--- src/rtl/bus_arbiter_rr.sv ---
// ============================================================================
// Module   : bus_arbiter_rr
// Function : N-port round-robin BUS arbiter with atomic-sequence grant lock.
// Revision : 1.0 - initial release
// ============================================================================
`default_nettype none

module bus_arbiter_rr #(
    parameter int N_PORTS  = 4,
    parameter int LOCK_MAX = 16
) (
    input  logic                                        i_clk,
    input  logic                                        i_rst,
    input  logic [N_PORTS-1:0]                          i_bus_en,
    input  logic [N_PORTS-1:0]                          i_wr_en,
    input  logic [N_PORTS*32-1:0]                       i_wr_data,
    input  logic [N_PORTS*32-1:0]                       i_addr,
    input  logic [N_PORTS*4-1:0]                        i_byte_en,
    input  logic [N_PORTS-1:0]                          i_atomic,
    input  logic [N_PORTS*7-1:0]                        i_operation,
    output logic [N_PORTS-1:0]                          o_ack,
    output logic [N_PORTS*32-1:0]                       o_rd_data,
    input  logic                                        i_ack,
    input  logic [31:0]                                 i_rd_data,
    output logic [((N_PORTS>1)?$clog2(N_PORTS):1)-1:0]  o_id,
    output logic                                        o_bus_en,
    output logic                                        o_wr_en,
    output logic [31:0]                                 o_wr_data,
    output logic [31:0]                                 o_addr,
    output logic [3:0]                                  o_byte_en,
    output logic                                        o_atomic,
    output logic [6:0]                                  o_operation,
    output logic                                        o_locked
);

    localparam int ID_W  = (N_PORTS > 1) ? $clog2(N_PORTS) : 1;
    localparam int CNT_W = (LOCK_MAX > 1) ? $clog2(LOCK_MAX) : 1;

    localparam logic [1:0] c_IDLE   = 2'd0;
    localparam logic [1:0] c_BUSY   = 2'd1;
    localparam logic [1:0] c_LOCKED = 2'd2;

    logic [1:0]      state_q, state_d;
    logic [ID_W-1:0] last_q, last_d;
    logic [ID_W-1:0] id_q, id_d;
    logic [CNT_W-1:0] cnt_q, cnt_d;
    logic            wr_en_q, wr_en_d;
    logic [31:0]     wr_data_q, wr_data_d;
    logic [31:0]     addr_q, addr_d;
    logic [3:0]      byte_en_q, byte_en_d;
    logic            atomic_q, atomic_d;
    logic [6:0]      operation_q, operation_d;

    logic [ID_W:0]   w_pick_res;
    logic [ID_W-1:0] w_pick;
    logic            w_pick_vld;
    logic [ID_W-1:0] w_sel;
    logic            w_load;
    logic            w_ack_fire;

    // Scan from the farthest candidate toward the nearest so the nearest wins.
    function automatic logic [ID_W:0] rr_pick(input logic [N_PORTS-1:0] req,
                                              input logic [ID_W-1:0]    last);
        logic [ID_W:0] res;
        int            idx;
        res = '0;
        for (int k = N_PORTS; k >= 1; k--) begin
            idx = int'(last) + k;
            if (idx >= N_PORTS) idx = idx - N_PORTS;
            if (req[idx[ID_W-1:0]]) res = {1'b1, idx[ID_W-1:0]};
        end
        return res;
    endfunction

    assign w_pick_res = rr_pick(i_bus_en, last_q);
    assign w_pick_vld = w_pick_res[ID_W];
    assign w_pick     = w_pick_res[ID_W-1:0];
    assign w_sel      = (state_q == c_LOCKED) ? id_q : w_pick;

    always_ff @(posedge i_clk) begin
        if (i_rst) begin
            state_q     <= c_IDLE;
            last_q      <= ID_W'(N_PORTS - 1);
            id_q        <= '0;
            cnt_q       <= '0;
            wr_en_q     <= 1'b0;
            wr_data_q   <= '0;
            addr_q      <= '0;
            byte_en_q   <= '0;
            atomic_q    <= 1'b0;
            operation_q <= '0;
        end else begin
            state_q     <= state_d;
            last_q      <= last_d;
            id_q        <= id_d;
            cnt_q       <= cnt_d;
            wr_en_q     <= wr_en_d;
            wr_data_q   <= wr_data_d;
            addr_q      <= addr_d;
            byte_en_q   <= byte_en_d;
            atomic_q    <= atomic_d;
            operation_q <= operation_d;
        end
    end

    always_comb begin
        state_d     = state_q;
        last_d      = last_q;
        id_d        = id_q;
        cnt_d       = cnt_q;
        w_load      = 1'b0;
        wr_en_d     = wr_en_q;
        wr_data_d   = wr_data_q;
        addr_d      = addr_q;
        byte_en_d   = byte_en_q;
        atomic_d    = atomic_q;
        operation_d = operation_q;
        case (state_q)
            c_IDLE: begin
                if (w_pick_vld) begin
                    state_d = c_BUSY;
                    id_d    = w_pick;
                    last_d  = w_pick;
                    w_load  = 1'b1;
                end
            end
            c_BUSY: begin
                if (i_ack) begin
                    state_d = (atomic_q && i_atomic[id_q]) ? c_LOCKED : c_IDLE;
                    cnt_d   = '0;
                end
            end
            c_LOCKED: begin
                // Atomic drop and timeout beat a same-cycle request from the owner.
                if (!i_atomic[id_q] || (cnt_q == CNT_W'(LOCK_MAX - 1))) begin
                    state_d = c_IDLE;
                    cnt_d   = '0;
                end else if (i_bus_en[id_q]) begin
                    state_d = c_BUSY;
                    cnt_d   = '0;
                    w_load  = 1'b1;
                end else begin
                    cnt_d = cnt_q + 1'b1;
                end
            end
            default: state_d = c_IDLE;
        endcase
        if (w_load) begin
            wr_en_d     = i_wr_en[w_sel];
            wr_data_d   = i_wr_data[32*w_sel +: 32];
            addr_d      = i_addr[32*w_sel +: 32];
            byte_en_d   = i_byte_en[4*w_sel +: 4];
            atomic_d    = i_atomic[w_sel];
            operation_d = i_operation[7*w_sel +: 7];
        end
    end

    assign w_ack_fire = (state_q == c_BUSY) && i_ack;

    always_comb begin
        o_bus_en  = (state_q == c_BUSY);
        o_locked  = (state_q == c_LOCKED);
        o_ack     = '0;
        o_rd_data = '0;
        if (w_ack_fire) begin
            o_ack[id_q]                = 1'b1;
            o_rd_data[32*id_q +: 32]   = i_rd_data;
        end
    end

    assign o_id        = id_q;
    assign o_wr_en     = wr_en_q;
    assign o_wr_data   = wr_data_q;
    assign o_addr      = addr_q;
    assign o_byte_en   = byte_en_q;
    assign o_atomic    = atomic_q;
    assign o_operation = operation_q;

endmodule

`default_nettype wire
--- config.mk ---
export PLATFORM = sky130hd
export DESIGN_NAME = bus_arbiter_rr
export DESIGN_NICKNAME = d
export VERILOG_FILES = /design/src/rtl/bus_arbiter_rr.sv
export SDC_FILE = /design/constraint.sdc
export NUM_CORES = 1
export LEC_CHECK = 0
export ABC_AREA = 1
export CAP_MARGIN = 25
export CORE_AREA = 2 2 220 222
export CTS_CLUSTER_SIZE = 14
export DETAILED_ROUTE_END_ITERATION = 7
export DIE_AREA = 0 0 222 224
export PLACE_DENSITY_LB_ADDON = 0.3
export SLEW_MARGIN = 20
export SYNTH_ARGS = -nofsm -noshare
export SYNTH_HDL_FRONTEND = slang
export SYNTH_SLANG_ARGS = --single-unit
--- constraint.sdc ---
create_clock -name i_clk -period 4.7 [get_ports i_clk]
set_input_delay 1.175 -clock i_clk [delete_from_list [all_inputs] [get_ports i_clk]]
set_output_delay 1.175 -clock i_clk [all_outputs]
set_load 0.1 [all_outputs]
### After elaboration in Yosys (flattened, before gate mapping)

Cells that the tools add are included.

* bits in registers: 87
* bits of input ports: 347
* logic and storage cells: 98

* add/subtract/negate cells: 10
* multipliers: 1
* magnitude comparators: 11
* eq/ne operators: 6
* shifts and indexed selects: 6
* multiplexer cells: 43
* bitwise gates (word level): 1
* reduce and logical (&&, ||, !) cells: 10

Operators by type and width (number)
* 128-bit by 8-bit indexed part select with 32-bit output: 2
* 128-bit bitwise AND: 1
* 128-bit 2-to-1 mux: 1
* 32-bit by 34-bit variable shift with 128-bit output, first input constant: 1
* 32-bit by 34-bit indexed part select with 128-bit output: 1
* 7-bit negator with 34-bit output: 1
* 28-bit by 6-bit indexed part select with 7-bit output: 1
* 2-bit 2-to-1 mux: 10
* 2-bit by 3-bit less-than comparator with 1-bit output, second input constant: 6
* 1-bit binary-select mux with 2-bit select: 8
* 4-bit 2-to-1 mux: 4
* 16-bit by 5-bit indexed part select with 4-bit output: 1
* 1-bit 2-to-1 mux: 12
* 3-bit 2-to-1 mux: 4
* 3-bit >= comparator, second input constant: 3
* 4-bit case mux with 2 select lines: 1
* 2-bit by 1-bit subtractor with 2-bit output, second input constant: 4
* 2-bit by 2-bit adder with 3-bit output, second input constant: 2
* 2-bit case mux with 3 select lines: 1
* 3-bit by 2-bit multiplier with 5-bit output, first input constant: 1
* 2-bit by 3-bit adder with 4-bit output, second input constant: 1
* 4-bit by 1-bit adder with 4-bit output, second input constant: 1
* 4-bit equality test, second input constant: 1
* 4-bit by 3-bit >= comparator with 1-bit output, second input constant: 1
* other kinds (15): 19

### Depth between registers and ports, before layout

* depth after elaboration: 12
* gate-level depth with buffers: 17
* gate-level depth less buffers: 14

### Least setup slack after synthesis

OpenSTA, ideal clock, no wires.

* kind: register -> output
* start point: register state_q[0]
* end point: output o_rd_data[35]
* arrival: 6.630 ns
* data required time: 3.525 ns
* setup slack: -3.105 ns
* stages on the path, launching flop included: 7
* path buffers: 0
* cells stage by stage: dfxtp_1 inv_1 nor2_1 nand2_1 nor2_1 nand2_1 nor4_1

* longest elaborated chain between the ends: 3

Ends and longest elaborated chain
* start: declaration: RTL line 43 `logic [1:0] state_q, state_d;`
* start signal: assignment: RTL line 82 `state_q <= c_IDLE;`
* start signal: assignment: RTL line 93 `state_q <= state_d;`
* 2-bit by 1-bit equality test with 1-bit output
* net o_bus_en: RTL line 26 `output logic o_bus_en,`
* 1-bit logical AND: RTL line 158 `assign w_ack_fire = (state_q == c_BUSY) && i_ack;`
* 128-bit 2-to-1 mux: RTL line 165 `if (w_ack_fire) begin`
* end: declaration: RTL line 22 `output logic [N_PORTS*32-1:0] o_rd_data,`

The timed path passes the listed nets, and every way through them passes these cells.

### Worst setup path after layout

* start point: input i_ack
* end point: output o_rd_data[63]

* longest elaborated chain between the ends: 2

Ends and longest elaborated chain
* start: declaration: RTL line 23 `input logic i_ack,`
* 1-bit logical AND: RTL line 158
* 128-bit 2-to-1 mux: RTL line 165

No other way between the ends.

==> results.yml <==
cts:
  worstSkewPairLatency_ns: 0.37
  cts_hold_buf: 0
  cts_root_buffer: "clkbuf_16"
  cts_max_path_buffers: 2
  cts.sinks: 87
  postCtsSetupBuffers: 0
  cts_made_buffers: 9
  cts-resized-gates: 0
  h-tree-depth: 3
  cts.clk_slew.worst_paths_ns: 0.06
  cts_tree: "built"
pwr:
  cellLeakagePower_nw: 6.28
  ir_drop_mv: 0.848
  p_total_mw: 10.9
  powerDensity_mw_per_mm2: 683
detailed_routing:
  drtIter0Drc: 460
  wl_per_cell_um: 19.0
  drc: 0
  wl_met2_mm: 22.2
  ant_nets: 0
  vias: 10491
  wl_met3_mm: 3.32
  top_layer_used: "met5"
  via_per_inst: 4.50
  drt_wl_total_mm: 44.3
  met1_length_mm: 17.2
  firstDrtPassIters: 5
job:
  cap_violations: 0
place:
  placed_cells: 2315
  port_buffers: 559
  place_area_mm2: 0.0156
  routabilityCongestion: 0.901
  place_ws_ns: 0.527
  dp_hpwl_mm: 35.4
cells_and_area:
  layout-drive-gt1-share_pct: 21.1
  design_area_mm2: 0.0159
  stdcell_count: 2332
  layout_commonest_cell: "clkdlybuf4s50_1"
  fillCellCount: 4973
  nets: 2064
  finalCoreUtilization_pct: 33.6
  final_cell_mix: "clkdlybuf4s50_1, nand3_1, nand2_1, buf_12, dfxtp_1"
  areaGrowthSynthToFinish_pct: 122
sta:
  drv_slew: 0
  hold_ws_ns: 0.488
  skew_ns: 0.0161
  max_freq_mhz: 241
  slew_headroom_pct: 26.9
  fin_ws_ns: 0.542
  tns_ns: 0
  period_share_pct: 88.5
  max_slew.worst_pin.slew_ns: 1.09
  hold_viol: 0
  final.min_clock_period_ns: 4.16
  rsz0062_at_grt: "false"
  setup_violations: 0
synthesis:
  synthesis.area_mm2: 0.00717
  synth_xor_area_share_pct: 0.122
  synth_compound_area_share_pct: 12.2
  synth.area.mux_share_pct: 0
  synth-seq-cells: 87
  ys.warnings.count: 0
  ys_types: 33
  synthArstFlopShare_pct: 0
  synth-seq-area-share_pct: 24.3
  synth_top_family_by_area: "simple AND/OR/NAND/NOR gates"
  synthCells: 1229
  avgSynthCellArea_um2: 5.83
  syn_nets: 1582
  synth-edff-count: 0
  synth_fa_ha_area_share_pct: 1.05
  dominantRegCellSynth: "dfxtp_1"
  synthSimpleGateAreaFrac_pct: 50.5
floorplan:
  row_count: 80
  io_pins: 560
  dieArea_mm2: 0.0497
  die_y_um: 224
  coreArea_mm2: 0.0473
  start_util_pct: 15.1
  die_w_um: 222
setup_path:
  crit_path_cell_trace: "clkdlybuf4s50_1 -> nand2_1 -> nor2_4 -> nand2_2 -> buf_4 -> nor2_2 -> buf_12"
  critical_path_class: "input pin to primary output"
  endpoint_kind: "primary output"
  max_stage_delay_ns: 0.49
  crit_required_ns: 3.52
  cp-start-kind: "input pin"
  cp_slowest_cell: "clkdlybuf4s50_1"
  worst-endpoint-arrival_ns: 2.98
  crit_fanout: 32
grt:
  antenna_found_initial: 3
  grt_max_degree: 155
  grt_pass1_vias: 10245
  grt_overflow: 0
  track_usage_pct: 17.4
  grt_pass1_wl_mm: 65.6
worst_hold_path:
  hold_class: "flop to flop"
outcome:
  status: "completed"
-- routing by layer --
metal,global-route usage [%],vias up
met5,0,-
met2,31.3,494
met1,19.6,4820
met4,6.78,4
li1,-,5120
met3,4.59,53
-- power breakdown --
part           internal, mW  switching (mW)
Clock                 0.383           0.367
Sequential             1.04           0.154
Combinational          2.40            6.54
-- worst max-delay path, delay by kind of cell --
family	cells	cell delay (ns)
AND/OR/NAND/NOR	4	0.78
buffers and inverters	3	0.99
-- flip-flops by register name, summed over array words and instances (netlist names) --
name and flops:
cnt_q 4, last_q 2, o_addr 32, o_atomic 1, o_byte_en 4, o_id 2
o_operation 7, o_wr_data 32, o_wr_en 1, state_q 2
-- synthesized netlist by cell type (22+ instances only) --
| master | instances | area [µm²] |
|---|---|---|
| nand3_1 | 330 | 1650 |
| nand2_1 | 284 | 1070 |
| dfxtp_1 | 87 | 1740 |
| a21oi_1 | 84 | 420 |
| o21ai_0 | 80 | 400 |
| nor2_1 | 75 | 282 |
| nor3_1 | 67 | 335 |
| clkbuf_1 | 51 | 191 |
| inv_1 | 51 | 191 |
| buf_2 | 33 | 165 |
| nand3_2 | 22 | 220 |
-- kinds of logic after synthesis --
| kind of cell | after synthesis |
|---|---|
| xor gates and xnor gates | 1 |
| AOI/OAI and AO/OA | 172 |
| adders and majority gates | 6 |
| DFF | 87 |
| buffers and inverters | 175 |
| and+or+nand+nor | 788 |
-- area by class of cell --
type / instances / area [µm²] / area share (%)
multi-input combinational: 967 / 5590 / 35.1
antenna: 1 / 2.50 / 0.0157
inverter: 56 / 215 / 1.35
tap: 615 / 769 / 4.83
timing repair buffer: 590 / 7310 / 45.9
sequential: 87 / 1740 / 11.0
clock inverter: 6 / 51.3 / 0.322
clock buffer: 10 / 239 / 1.50
-- worst paths after layout --
kind                   start             end  slack, ns  depth (start not counted)
setup / recovery       i_ack   o_rd_data[63]       0.54                          7
hold / removal      cnt_q[1]        cnt_q[1]       0.49                          2
setup reg to reg  state_q[1]  o_operation[6]       1.67                          9
hold reg to reg     cnt_q[1]        cnt_q[1]       0.49                          2
No activity file was read; power rests on OpenSTA's default activity.
